==> config.mk <==
export PLATFORM = sky130hd
export DESIGN_NAME = cac_tx_scheduler_flat
export DESIGN_NICKNAME = d
export VERILOG_FILES = /design/src/rtl/cac_sched_pkg.sv /design/src/rtl/cac_tx_scheduler_if.sv /design/src/rtl/cac_rr_arb.sv /design/src/rtl/cac_tx_scheduler.sv /design/src/flat_wrapper.sv
export SDC_FILE = /design/constraint.sdc
export NUM_CORES = 1
export LEC_CHECK = 0
export ABC_AREA = 1
export BUFFER_PORTS_ARGS = -buffer_cell sky130_fd_sc_hd__buf_2
export CORE_MARGIN = 1.5
export CORE_UTILIZATION = 50
export CTS_CLUSTER_SIZE = 24
export DETAILED_ROUTE_END_ITERATION = 10
export GPL_TIMING_DRIVEN = 0
export PLACE_DENSITY = 0.77
export SLEW_MARGIN = 15
export SYNTH_ARGS = -nofsm -noshare
export SYNTH_HDL_FRONTEND = slang
export SYNTH_SLANG_ARGS = --single-unit
==> constraint.sdc <==
create_clock -name clock -period 2.5 [get_ports clock]
set_input_delay 0.25 -clock clock [delete_from_list [all_inputs] [get_ports clock]]
set_output_delay 0.25 -clock clock [all_outputs]
set_load 0.1 [all_outputs]
==> src/rtl/cac_sched_pkg.sv <==
// Shared types and constants for the CAC TSV launch scheduler.
package cac_sched_pkg;

   typedef enum logic [1:0] {
      IDLE   = 2'd0,
      CHECK  = 2'd1,
      LAUNCH = 2'd2,
      SETTLE = 2'd3
   } state_e;

   // Codebook geometry of the 16-TSV CAC variant: 14-bit index, 10000 legal words.
   localparam int DIN_W_16TSV    = 14;
   localparam int CODE_MAX_16TSV = 10000;

   // Width of the launch/reject statistics counters.
   localparam int CNT_W = 16;

   function automatic logic [CNT_W-1:0] sat_inc(input logic [CNT_W-1:0] v);
      return (v == {CNT_W{1'b1}}) ? v : v + 1'b1;
   endfunction

endpackage

==> src/rtl/cac_tx_scheduler_if.sv <==
// Requester-side handshake plus encoder-side launch bus of the CAC scheduler.
interface cac_tx_scheduler_if
   import cac_sched_pkg::*;
#(
   parameter int N_REQ = 4,
   parameter int DIN_W = DIN_W_16TSV,
   parameter int SRC_W = (N_REQ > 1) ? $clog2(N_REQ) : 1
) ();

   logic [N_REQ-1:0]       req_valid;
   logic [N_REQ*DIN_W-1:0] req_data;
   logic [N_REQ-1:0]       req_ready;
   logic [DIN_W-1:0]       enc_data;
   logic                   enc_load;
   logic [SRC_W-1:0]       enc_src;
   logic                   busy;
   logic                   err_range;
   logic [CNT_W-1:0]       err_cnt;
   logic [CNT_W-1:0]       launch_cnt;

   // Requesters (or a bench standing in for them) drive words in.
   modport master (
      output req_valid, req_data,
      input  req_ready, enc_data, enc_load, enc_src, busy, err_range, err_cnt, launch_cnt
   );

   // The scheduler accepts words and drives the encoder side.
   modport slave (
      input  req_valid, req_data,
      output req_ready, enc_data, enc_load, enc_src, busy, err_range, err_cnt, launch_cnt
   );

endinterface

==> src/rtl/cac_rr_arb.sv <==
// Combinational round-robin arbiter: searches upward from last_grant+1 (mod N_REQ).
module cac_rr_arb #(
   parameter int N_REQ = 4,
   parameter int SRC_W = (N_REQ > 1) ? $clog2(N_REQ) : 1
) (
   input  logic [N_REQ-1:0] req_i,
   input  logic [SRC_W-1:0] last_grant_i,
   output logic [N_REQ-1:0] grant_o,
   output logic [SRC_W-1:0] idx_o,
   output logic             any_o
);

   logic [SRC_W-1:0] cand;

   // Walk the requesters starting just after the previous winner; first valid one wins.
   always_comb begin
      grant_o = '0;
      idx_o   = '0;
      any_o   = 1'b0;
      cand    = '0;
      for (int i = 1; i <= N_REQ; i++) begin
         cand = SRC_W'((int'(last_grant_i) + i) % N_REQ);
         if (!any_o && req_i[cand]) begin
            grant_o[cand] = 1'b1;
            idx_o         = cand;
            any_o         = 1'b1;
         end
      end
   end

endmodule

==> src/rtl/cac_tx_scheduler.sv <==
// Shares one CAC encoder link between N_REQ requesters: round-robin grant,
// code-space check, single-cycle encoder load and a settle gap after each launch.
module cac_tx_scheduler
   import cac_sched_pkg::*;
#(
   parameter int N_REQ      = 4,
   parameter int DIN_W      = DIN_W_16TSV,
   parameter int CODE_MAX   = CODE_MAX_16TSV,
   parameter int SETTLE_CYC = 2
) (
   input logic          clock,
   input logic          reset,
   cac_tx_scheduler_if.slave bus
);

   localparam int          SRC_W    = (N_REQ > 1) ? $clog2(N_REQ) : 1;
   localparam logic [31:0] CODE_LIM = 32'(CODE_MAX);
   localparam logic [CNT_W-1:0] SETTLE_LOAD = (SETTLE_CYC > 0) ? CNT_W'(SETTLE_CYC - 1) : '0;

   state_e           state_q, state_d;
   logic [DIN_W-1:0] hold_q, hold_d;
   logic [SRC_W-1:0] idx_q, idx_d;
   logic [SRC_W-1:0] last_q, last_d;
   logic [DIN_W-1:0] enc_data_q, enc_data_d;
   logic [SRC_W-1:0] enc_src_q, enc_src_d;
   logic [CNT_W-1:0] settle_q, settle_d;
   logic [CNT_W-1:0] err_cnt_q, err_cnt_d;
   logic [CNT_W-1:0] launch_cnt_q, launch_cnt_d;

   logic [N_REQ-1:0] arb_grant;
   logic [SRC_W-1:0] arb_idx;
   logic             arb_any;
   logic [N_REQ-1:0] ready;
   logic             load;
   logic             err;
   logic [DIN_W-1:0] words [N_REQ];

   cac_rr_arb #(.N_REQ(N_REQ), .SRC_W(SRC_W)) u_arb (
      .req_i        (bus.req_valid),
      .last_grant_i (last_q),
      .grant_o      (arb_grant),
      .idx_o        (arb_idx),
      .any_o        (arb_any)
   );

   // Unpack the requester payload bus into one word per requester.
   always_comb begin
      for (int r = 0; r < N_REQ; r++) begin
         words[r] = bus.req_data[r*DIN_W +: DIN_W];
      end
   end

   // Next-state and strobe logic for the IDLE/CHECK/LAUNCH/SETTLE sequence.
   always_comb begin
      state_d      = state_q;
      hold_d       = hold_q;
      idx_d        = idx_q;
      last_d       = last_q;
      enc_data_d   = enc_data_q;
      enc_src_d    = enc_src_q;
      settle_d     = settle_q;
      err_cnt_d    = err_cnt_q;
      launch_cnt_d = launch_cnt_q;
      ready        = '0;
      load         = 1'b0;
      err          = 1'b0;
      unique case (state_q)
         IDLE: begin
            ready = reset ? '0 : arb_grant;
            if (arb_any) begin
               hold_d  = words[arb_idx];
               idx_d   = arb_idx;
               last_d  = arb_idx;
               state_d = CHECK;
            end
         end
         CHECK: begin
            if (32'(hold_q) >= CODE_LIM) begin
               err       = 1'b1;
               err_cnt_d = sat_inc(err_cnt_q);
               state_d   = IDLE;
            end else begin
               enc_data_d = hold_q;
               enc_src_d  = idx_q;
               state_d    = LAUNCH;
            end
         end
         LAUNCH: begin
            load         = 1'b1;
            launch_cnt_d = sat_inc(launch_cnt_q);
            if (SETTLE_CYC == 0) begin
               state_d = IDLE;
            end else begin
               settle_d = SETTLE_LOAD;
               state_d  = SETTLE;
            end
         end
         SETTLE: begin
            if (settle_q == '0) begin
               state_d = IDLE;
            end else begin
               settle_d = settle_q - 1'b1;
            end
         end
         default: state_d = IDLE;
      endcase
   end

   // State and datapath registers; reset discards any word in flight.
   always_ff @(posedge clock or posedge reset) begin
      if (reset) begin
         state_q      <= IDLE;
         hold_q       <= '0;
         idx_q        <= '0;
         last_q       <= SRC_W'(N_REQ - 1);
         enc_data_q   <= '0;
         enc_src_q    <= '0;
         settle_q     <= '0;
         err_cnt_q    <= '0;
         launch_cnt_q <= '0;
      end else begin
         state_q      <= state_d;
         hold_q       <= hold_d;
         idx_q        <= idx_d;
         last_q       <= last_d;
         enc_data_q   <= enc_data_d;
         enc_src_q    <= enc_src_d;
         settle_q     <= settle_d;
         err_cnt_q    <= err_cnt_d;
         launch_cnt_q <= launch_cnt_d;
      end
   end

   assign bus.req_ready  = ready;
   assign bus.enc_load   = load;
   assign bus.err_range  = err;
   assign bus.enc_data   = enc_data_q;
   assign bus.enc_src    = enc_src_q;
   assign bus.busy       = (state_q != IDLE);
   assign bus.err_cnt    = err_cnt_q;
   assign bus.launch_cnt = launch_cnt_q;

endmodule
==> src/flat_wrapper.sv <==
// flat-port wrapper written by rule: the top's interface ports become plain ports
module cac_tx_scheduler_flat import cac_sched_pkg::*;
#(
   parameter int N_REQ      = 4,
   parameter int DIN_W      = DIN_W_16TSV,
   parameter int CODE_MAX   = CODE_MAX_16TSV,
   parameter int SETTLE_CYC = 2
)
  (clock, reset, bus_req_valid, bus_req_data, bus_req_ready, bus_enc_data, bus_enc_load, bus_enc_src, bus_busy, bus_err_range, bus_err_cnt, bus_launch_cnt);
  cac_tx_scheduler_if #(.N_REQ(N_REQ), .DIN_W(DIN_W)) bus_i ();
  input logic clock;
  input logic reset;
  input wire logic [$bits(bus_i.req_valid)-1:0] bus_req_valid;
  input wire logic [$bits(bus_i.req_data)-1:0] bus_req_data;
  output wire logic [$bits(bus_i.req_ready)-1:0] bus_req_ready;
  output wire logic [$bits(bus_i.enc_data)-1:0] bus_enc_data;
  output wire logic [$bits(bus_i.enc_load)-1:0] bus_enc_load;
  output wire logic [$bits(bus_i.enc_src)-1:0] bus_enc_src;
  output wire logic [$bits(bus_i.busy)-1:0] bus_busy;
  output wire logic [$bits(bus_i.err_range)-1:0] bus_err_range;
  output wire logic [$bits(bus_i.err_cnt)-1:0] bus_err_cnt;
  output wire logic [$bits(bus_i.launch_cnt)-1:0] bus_launch_cnt;
  assign bus_i.req_valid = bus_req_valid;
  assign bus_i.req_data = bus_req_data;
  assign bus_req_ready = bus_i.req_ready;
  assign bus_enc_data = bus_i.enc_data;
  assign bus_enc_load = bus_i.enc_load;
  assign bus_enc_src = bus_i.enc_src;
  assign bus_busy = bus_i.busy;
  assign bus_err_range = bus_i.err_range;
  assign bus_err_cnt = bus_i.err_cnt;
  assign bus_launch_cnt = bus_i.launch_cnt;
  cac_tx_scheduler #(.N_REQ(N_REQ), .DIN_W(DIN_W), .CODE_MAX(CODE_MAX), .SETTLE_CYC(SETTLE_CYC)) u_core (.clock(clock), .reset(reset), .bus(bus_i));
endmodule
==> results of run 1 <==
==> metal layers <==
layer  share of wire  routed length [µm]
met1            0.44                5619
met2            0.50                6409
met3           0.050                 642
met4           0.016                 210
met5               0                   0
==> layout by cell type (no fill, tap or decap), drive strengths merged <==
cell / netlist / routed
nand3: 59 / 59
clkinvlp: 0 / 6
dfstp: 2 / 2
nor3: 13 / 13
clkinv: 0 / 2
a31o: 1 / 1
and3: 1 / 1
xnor2: 7 / 7
and2: 1 / 1
nor3b: 1 / 1
o21ai: 36 / 36
o22ai: 5 / 5
buf: 18 / 157
dlygate4sd3: 0 / 1
a21boi: 1 / 1
nand4: 37 / 37
xor2: 30 / 30
a21oi: 10 / 10
nor2: 43 / 43
nand2: 204 / 204
bufinv: 0 / 2
nand3b: 1 / 1
nor4: 3 / 3
clkbuf: 4 / 14
ha: 12 / 12
dfrtp: 82 / 82
mux2: 8 / 8
o31ai: 2 / 2
inv: 128 / 125
==> state kept, by name, indices dropped and copies added (netlist names), 2 cells and up, named ones only <==
name and count:
u_core.bus.err_cnt 16, u_core.last_q 2, u_core.settle_q 16, u_core.idx_q 2, u_core.bus.enc_data 14, u_core.hold_q 14, u_core.bus.enc_src 2, u_core.bus.launch_cnt 16
==> area by class of cell <==
class	count	area (µm²)	share of cell area
buffer	22	160.2	0.02390
clock inverter	7	98.84	0.01475
clock buffer	9	123.9	0.01848
multi-input combinational	475	2666	0.3979
timing repair buffer	141	860.8	0.1285
inverter	128	516.7	0.07711
sequential	84	2105	0.3140
tap	136	170.2	0.02539
==> through the flow <==
step / setup WS (ns) / hold WS (ns) / instances
after floorplan: 0.03578 / 0.4450 / 709
after global placement: -0.8268 / 0.4642 / 961
after detailed placement: -0.2327 / 0.2769 / 962
after CTS: -0.1458 / 0.2862 / 990
after global routing: -0.2770 / 0.3236 / 1002
final: -0.1824 / 0.2951 / 1002
==> worst max-delay path, delay by kind of cell (launching register included) <==
family,cells,cell delay (ns)
AND/OR/NAND/NOR,8,0.66
buffers and inverters,6,0.70
flip-flops,1,0.55
AO/OA/AOI/OAI,1,0.16
==> repair_timing <==
action                     in CTS  in global routing
hold endpoints to repair       27                  0
cloned                          0                  3
gates resized for setup        32                 23
pin swaps                       4                 12
setup buffers                  11                 10
hold buffers                    1                  0
setup endpoints to repair       4                 19
==> cells by family after synthesis <==
kind of cell / share of synthesized area
DFF: 0.3978
and+or+nand+nor: 0.3176
xor gates and xnor gates: 0.06126
adders and majority gates: 0.02838
AOI/OAI and AO/OA: 0.05818
muxes: 0.01703
buffers and inverters: 0.1197
==> report_power, final <==
part / internal, mW / switching [mW]
Clock: 0.569 / 0.513
Combinational: 2.34 / 4.37
Sequential: 1.79 / 0.316
==> final timing paths <==
kind	startpoint	to	slack, ns
max	u_core.last_q[0]	bus_req_ready[1]	-0.18
min	bus_req_data[7]	u_core.hold_q[7]	0.30
max reg2reg	u_core.last_q[0]	u_core.hold_q[0]	0.08
min reg2reg	u_core.bus.enc_data[7]	u_core.bus.enc_data[7]	0.49
max in group asynchronous	reset	u_core.bus.launch_cnt[8]	1.46
min in group asynchronous	reset	u_core.settle_q[1]	0.45
==> impl_metrics.tcl, run 1 <==
set metrics [dict create \
    status "finished with violations" \
    violations "negative setup slack" \
    grt_use_met1 0.2949 \
    die_x_um 105.9 \
    top_usage_layer "met2" \
    first_pass_iters 5 \
    start_util 0.5147 \
    yosys-top-cells-area "dfrtp_1 39%, nand2_1 13%, inv_1 8.9%" \
    min_path_type "primary input to flop" \
    diodes 0 \
    critPathRequiredTime_ns 2.25 \
    worstMarginPinSlew_ns 0.9401 \
    hold_depth 7 \
    crit_type "flop to output port" \
    slew_headroom 0.3675 \
    routabilityCongestion 0.8777 \
    area_delta_synth_final_pct 26.68 \
    path_clk_slew_ns 0.08 \
    yosysTopAreaCell "dfrtp_1" \
    wl_mm 12.88 \
    route.detailed.drc 0 \
    syn_area_per_cell_um2 7.461 \
    finalSetupViolCount 4 \
    gr-total-overflow 0 \
    cts_sinks 84 \
    synthCells 709 \
    cpMostUsedCell "nand2_4" \
    powerDensity_nw_per_um2 1478 \
    yosysWarnings 0 \
    vias 5075 \
    port_buffers 116 \
    cts_made_buffers 9 \
    cts.htree.levels 3 \
    ios 117 \
    grt_pass1_wl_mm 21.43 \
    dr.first_iter.drc_count 255 \
    syn_nets 783 \
    cts-root-buf "clkbuf_8" \
    yosysSeqAreaShare 0.3978 \
    setup_slack_ns -0.1824 \
    cp_slowest_cell "dfstp_2" \
    rows 37 \
    cp_max_fo 12 \
    total_power_mw 9.906 \
    synth_area_um2 5290 \
    synth_top_area_share 0.3879 \
    cpPeakStageDelay_ns 0.55 \
    dieArea_um2 11210 \
    core_area_um2 10280 \
    die-height_um 105.9 \
    cts_buffer_depth 2 \
    final_hold_viol_count 0 \
    startpoint_type "flop" \
    fmax_mhz 372.8 \
    cts_tree "yes" \
    path_cells "buf_6 -> inv_8 -> buf_4 -> nand2_4 -> nand2_2 -> nand2_4 -> nand2_4 -> inv_6 -> nand2_4 -> nor2_4 -> nand2_4 -> o21ai_2 -> nand2_2 -> clkinvlp_4 -> buf_12" \
    clock-skew-final_ns 0.01246 \
    routed_via_density 5.065 \
    clock_latency_ns 0.37 \
    p_leak_nw 3.613 \
    finalCriticalPeriod_ns 2.682 \
    synth_common_cells "190 x nand2_1, 125 x inv_1, 82 x dfrtp_1" \
    timing.final.crit_share 1.073 \
    met2_usage 0.4077 \
    cp-end-kind "output port" \
    track_usage 0.2322 \
    yosysMostFrequentCell "nand2_1" \
    ir_drop_mv 1.088 \
    critPathArrivalTime_ns 2.43 \
    slew_violations 0 \
    grt_pass1_vias 4856 \
    antenna_found_initial 0 \
    placed_cell_area_um2 6098 \
    fillers 911 \
    drive_above_1_share 0.2725 \
    ys_types 40 \
    grt.met3_usage 0.02659 \
    synth-edff-count 0 \
    ant_nets 0 \
    cap_violations 0 \
    ys_seq_elements 84 \
    grt_max_degree 56 \
    rsz0062_at_grt "true" \
    rr_worst_depth 19 \
    dp_hpwl_mm 9.481 \
    synthFlopType "dfrtp_1" \
    post-route-util 0.6521 \
    layout.nets 935 \
    stdcell_area_um2 6701 \
    route.detailed.wl_per_inst_um 12.86 \
    async_flop_share 1.000 \
    setup_tns_ns -0.6121 \
]
Power figures use the tool's default switching activity.
==> run 2: changes to the inputs <==
- MAX_ROUTING_LAYER: unset -> met4
==> run 2 against run 1 <==
  * Hold slack improved by 0.0021 ns
  * Critical path depth fell by 3
  * Clock power shrank 20%
  * Sequential cell count unchanged
  * Clock skew hardly changed
  * Global-route usage rose by 1.1 points
  * Total power down 2.5%
  * The flow still finishes with violations (negative setup slack)
  * Largest power group unchanged
==> impl_metrics.tcl, run 2 (synthesis gave the netlist of run 1 again) <==
set metrics [dict create \
    drive_above_1_share 0.2719 \
    route.detailed.drc 0 \
    antenna_found_initial 0 \
    final_hold_viol_count 0 \
    dp_hpwl_mm 9.618 \
    ios 117 \
    grt_pass1_wl_mm 21.67 \
    powerDensity_nw_per_um2 1446 \
    worstMarginPinSlew_ns 1.037 \
    reg2reg_setup_slack_ns 0.07 \
    cap_violations 0 \
    routed_via_density 5.042 \
    fillers 917 \
    port_buffers 116 \
    routabilityCongestion 0.8823 \
    crit_type "flop to output port" \
    cts.htree.levels 3 \
    cts_made_buffers 9 \
    slew_headroom 0.3022 \
    status "finished with violations" \
    stdcell_area_um2 6680 \
    die_x_um 105.9 \
    gr-total-overflow 0 \
    cts_tree "yes" \
    ir_drop_mv 1.148 \
    cts_sinks 84 \
    reg2reg_from "u_core.last_q[0]" \
    layout.nets 937 \
    cp-end-kind "output port" \
    finalCriticalPeriod_ns 2.691 \
    die-height_um 105.9 \
    mostFrequentLayoutCell "nand2_1" \
    slew_violations 0 \
    r2r-end "u_core.idx_q[0]" \
    track_usage 0.2436 \
    mostFrequentLayoutCells "186 x nand2_1, 119 x buf_2, 118 x inv_1" \
    clock_latency_ns 0.36 \
    setup_tns_ns -0.7170 \
    core_area_um2 10280 \
    violations "negative setup slack" \
    path_clk_slew_ns 0.09 \
    p_leak_nw 3.597 \
    rr_worst_depth 13 \
    crit_end "bus_req_ready[0]" \
    finalSetupViolCount 4 \
    min_path_type "primary input to flop" \
    critPathArrivalTime_ns 2.44 \
    rows 37 \
    cp_max_fo 6 \
    dieArea_um2 11210 \
    cts-root-buf "clkbuf_8" \
    critPathRequiredTime_ns 2.25 \
    cts_buffer_depth 2 \
    startpoint "u_core.last_q[1]" \
    grt_max_degree 44 \
    startpoint_type "flop" \
    grt_pass1_vias 4807 \
    timing.final.crit_share 1.076 \
    dr.first_iter.drc_count 217 \
    area_delta_synth_final_pct 26.28 \
    vias 5062 \
    hold_start "bus_req_data[5]" \
    route.detailed.wl_per_inst_um 12.93 \
    setup_slack_ns -0.1912 \
    clock-skew-final_ns 0.01200 \
    diodes 0 \
    rsz0062_at_grt "true" \
    ant_nets 0 \
    first_pass_iters 5 \
    fmax_mhz 371.6 \
    wl_mm 12.98 \
    placed_cell_area_um2 6091 \
    start_util 0.5147 \
]
==> run 2: cell count changes in the layout (fill, tap and decap cells not counted), moves of 2 or more <==
cell       change
nand2_4        -3
nand2_8        +2
inv_6          -2
clkinv_4       +2
buf_6          +2
nand3_2        -2
buf_4          +3
nand3_1        +2
bufinv_16      -2
==> run 2: timing repair <==
action                                  4_1_cts  5_1_grt
resized for setup                            35       24
setup buffers                                13       13
pin swaps                                     6        9
endpoints found under the setup margin       14       20
hold buffers                                  1        0
endpoints found under the hold margin        39        0
==> run 2: report_power, final <==
group	switching [mW]	internal (mW)	leakage (nW)
combinational	4.39	2.30	2.43
sequential	0.316	1.79	1.08
clock	0.503	0.365	0.0896
==> run 2: area by class of cell <==
class / instances / area (µm²) / area share
inverter: 128 / 524.3 / 0.07848
clock inverter: 7 / 52.55 / 0.007867
tap: 136 / 170.2 / 0.02547
clock buffer: 9 / 123.9 / 0.01854
sequential: 84 / 2105 / 0.3150
multi-input combinational: 475 / 2679 / 0.4010
timing repair buffer: 144 / 865.8 / 0.1296
buffer: 21 / 160.2 / 0.02397
==> run 2: worst min path at each step <==
stage                                     to  slack, ns  cells past startpoint
after global placement      u_core.hold_q[5]       0.46                      2
after global routing        u_core.hold_q[0]       0.32                      7
after detailed placement  u_core.settle_q[1]       0.34                      2
final                       u_core.hold_q[5]       0.30                      7
after floorplan             u_core.hold_q[0]       0.44                      2
after CTS                   u_core.hold_q[5]       0.28                      7
==> run 2: metrics by stage <==
| step | util | setup slack [ns] | power (mW) | hold WS, ns | std cells |
|---|---|---|---|---|---|
| floorplan | - | 0.03578 | 6.661 | 0.4450 | 709 |
| global placement | 0.5905 | -0.8236 | 7.585 | 0.4639 | 961 |
| detailed placement | 0.5926 | -0.2833 | 7.739 | 0.3354 | 962 |
| CTS | 0.6326 | -0.1725 | 9.057 | 0.2823 | 992 |
| global route | 0.6500 | -0.2755 | 10.36 | 0.3155 | 1004 |
| finish | 0.6500 | -0.1912 | 9.658 | 0.2972 | 1004 |
==> run 2: per-layer routing <==
| metal | GRT usage | part of all wire | vias up | wire, µm |
|---|---|---|---|---|
| li1 | - | - | 2548 | - |
| met1 | 0.3005 | 0.44 | 2353 | 5667 |
| met5 | - | 0 | - | 0 |
| met2 | 0.4179 | 0.50 | 147 | 6537 |
| met4 | 0.06660 | 0.014 | 0 | 178 |
| met3 | 0.03649 | 0.046 | 14 | 594 |
==> run 2: critical path, cell delays in order (launching register included) <==
cell        delay, ns
dfstp_2          0.57
clkinvlp_4       0.12
ha_4             0.34
nand3_4          0.10
nand2_8          0.11
clkinv_8         0.07
nand3_4          0.10
o22ai_1          0.08
a21oi_1          0.17
o21ai_2          0.08
nand2_2          0.08
clkinvlp_4       0.09
buf_12           0.17
==> run 3: changes to the inputs <==
- CORE_ASPECT_RATIO: unset -> 1.2
==> run 3 against run 2 <==
  * Critical endpoint is now bus_req_ready[1]
  * Die area about the same
  * Largest cell class unchanged
  * Final area increased by 1.9%
  * Wire length increased by 2.0%
  * The run still ends with negative setup slack left
  * Total power increased by 7.1%
  * Highest routed layer unchanged
  * Sequential cell count unchanged
==> impl_metrics.tcl, run 3 (synthesis gave the netlist of run 1 again) <==
set metrics [dict create \
    status "finished with violations" \
    violations "negative setup slack" \
    fmax_mhz 372.4 \
    min_path_type "primary input to flop" \
    powerDensity_nw_per_um2 1520 \
    reg2reg_setup_slack_ns -0.06 \
    vias 5146 \
    ios 117 \
    clock_latency_ns 0.34 \
    slew_violations 0 \
    crit_type "flop to output port" \
    start_util 0.5207 \
    core_area_um2 10160 \
    rr_worst_depth 18 \
    wl_mm 13.24 \
    grt_max_degree 45 \
    grt_pass1_vias 5018 \
    area_delta_synth_final_pct 28.67 \
    antenna_found_initial 0 \
    port_buffers 116 \
    route.detailed.drc 0 \
    r2r-end "u_core.hold_q[8]" \
    cts.htree.levels 3 \
    post-place-ws_ns -0.2867 \
    cp-end-kind "output port" \
    worstMarginPinSlew_ns 0.9757 \
    cts_buffer_depth 2 \
    dieArea_um2 11210 \
    grt_pass1_wl_mm 21.95 \
    ant_nets 0 \
    dr.first_iter.drc_count 237 \
    cp_slowest_cell "dfstp_2" \
    track_usage 0.2426 \
    cts_sinks 84 \
    routed_via_density 5.193 \
    hold_depth 7 \
    ir_drop_mv 1.046 \
    cts_made_buffers 9 \
    reg2reg_from "u_core.last_q[1]" \
    post-route-util 0.6700 \
    total_power_mw 10.35 \
    gr-total-overflow 0 \
    worst-path-stages 13 \
    setup_tns_ns -1.063 \
    final_hold_viol_count 0 \
    finalSetupViolCount 16 \
    p_leak_nw 3.660 \
    cap_violations 0 \
    cts_tree "yes" \
    mostFrequentLayoutCells "185 x nand2_1, 117 x inv_1, 117 x buf_2" \
    rows 40 \
    cts-root-buf "clkbuf_16" \
    slew_headroom 0.3435 \
    drive_above_1_share 0.2728 \
    crit_end "bus_req_ready[1]" \
    critPathRequiredTime_ns 2.25 \
    rsz0062_at_grt "true" \
    critPathArrivalTime_ns 2.44 \
    mostFrequentLayoutCell "nand2_1" \
    die_x_um 96.90 \
    startpoint_type "flop" \
    cp_max_fo 6 \
    clock-skew-final_ns 0.004320 \
    cpMostUsedCell "nand2_4" \
    die-height_um 115.7 \
    diodes 0 \
    first_pass_iters 7 \
    path_clk_slew_ns 0.06 \
    routabilityCongestion 0.8938 \
    finalCriticalPeriod_ns 2.685 \
    setup_slack_ns -0.1850 \
    cp_top_family "flip-flops" \
    dp_hpwl_mm 9.475 \
    path_cells "clkinvlp_4 -> ha_4 -> inv_4 -> nand2_4 -> nand2_8 -> inv_8 -> nand2_4 -> nor2_4 -> nand2_4 -> o21ai_4 -> nand2_2 -> clkinvlp_4 -> buf_12" \
    startpoint "u_core.last_q[1]" \
    cpPeakStageDelay_ns 0.56 \
    layout.nets 934 \
    timing.final.crit_share 1.074 \
    route.detailed.wl_per_inst_um 13.36 \
    cp_num_buf_inv 5 \
]
==> run 3: cell types whose count changed in the layout (fill, tap and decap cells not counted), sizes merged <==
cell | before | now
buf | 160 | 156
bufinv | 0 | 2
clkbuf | 13 | 17
clkinv | 6 | 1
==> run 3: metrics by stage <==
step / hold slack [ns] / std cells / cell area (µm²)
floorplan: 0.4450 / 709 / 5318
global placement: 0.4638 / 951 / 6056
detailed placement: 0.3471 / 952 / 6078
CTS: 0.3074 / 978 / 6584
global route: 0.3566 / 991 / 6807
finish: 0.3143 / 991 / 6807
==> run 3: timing repair <==
action | in CTS | in global routing
cloned | 0 | 1
pin swaps | 7 | 9
hold buffers | 1 | 0
endpoints found under the hold margin | 41 | 0
gates resized for setup | 33 | 36
setup endpoints to repair | 15 | 19
setup buffers | 9 | 12
==> run 3: cell type report <==
cell class,count,area (µm²)
tap,126,157.7
fill,820,3353
buffer,22,176.4
clock inverter,4,72.57
timing repair buffer,140,839.6
inverter,128,519.2
sequential,84,2105
clock buffer,12,246.5
multi-input combinational,475,2690
==> run 3: layer usage <==
layer,GRT usage,routed length [µm],up-vias
met5,-,0,-
met2,0.4368,6740,240
met4,0.08406,314,0
li1,-,-,2531
met3,0.03981,824,30
met1,0.2749,5363,2345
==> run 3: worst reg2reg max path, stage by stage (launching register included) <==
cell and delay (ns):
dfstp_2 0.56, clkinvlp_4 0.12, ha_4 0.33, inv_4 0.06, nand2_4 0.08, nand2_8 0.07
inv_8 0.08, nand2_4 0.06, nor2_4 0.13, nand2_4 0.09, buf_4 0.14, buf_4 0.14
nand2_2 0.08, nand2_4 0.08, buf_4 0.16, nand3_1 0.09, nand2_1 0.08, nand2_1 0.06
nand2_1 0.04
==> run 3: where the power goes <==
part	total [mW]	leakage (nW)	internal (mW)	switching [mW]
Combinational	6.82	2.43	2.35	4.46
Clock	1.41	0.153	0.900	0.509
Sequential	2.12	1.08	1.79	0.324
Total	10.3	3.66	5.05	5.30
==> run 3: how the worst min path moves through the flow <==
stage | slack (ns) | start | endpoint
after floorplan | 0.44 | u_core.hold_q[0] | u_core.hold_q[0]
after global routing | 0.36 | bus_req_data[31] | u_core.hold_q[3]
final | 0.31 | bus_req_data[9] | u_core.hold_q[9]
after detailed placement | 0.35 | reset | u_core.settle_q[1]
after CTS | 0.31 | bus_req_data[9] | u_core.hold_q[9]
after global placement | 0.46 | u_core.hold_q[2] | u_core.hold_q[2]
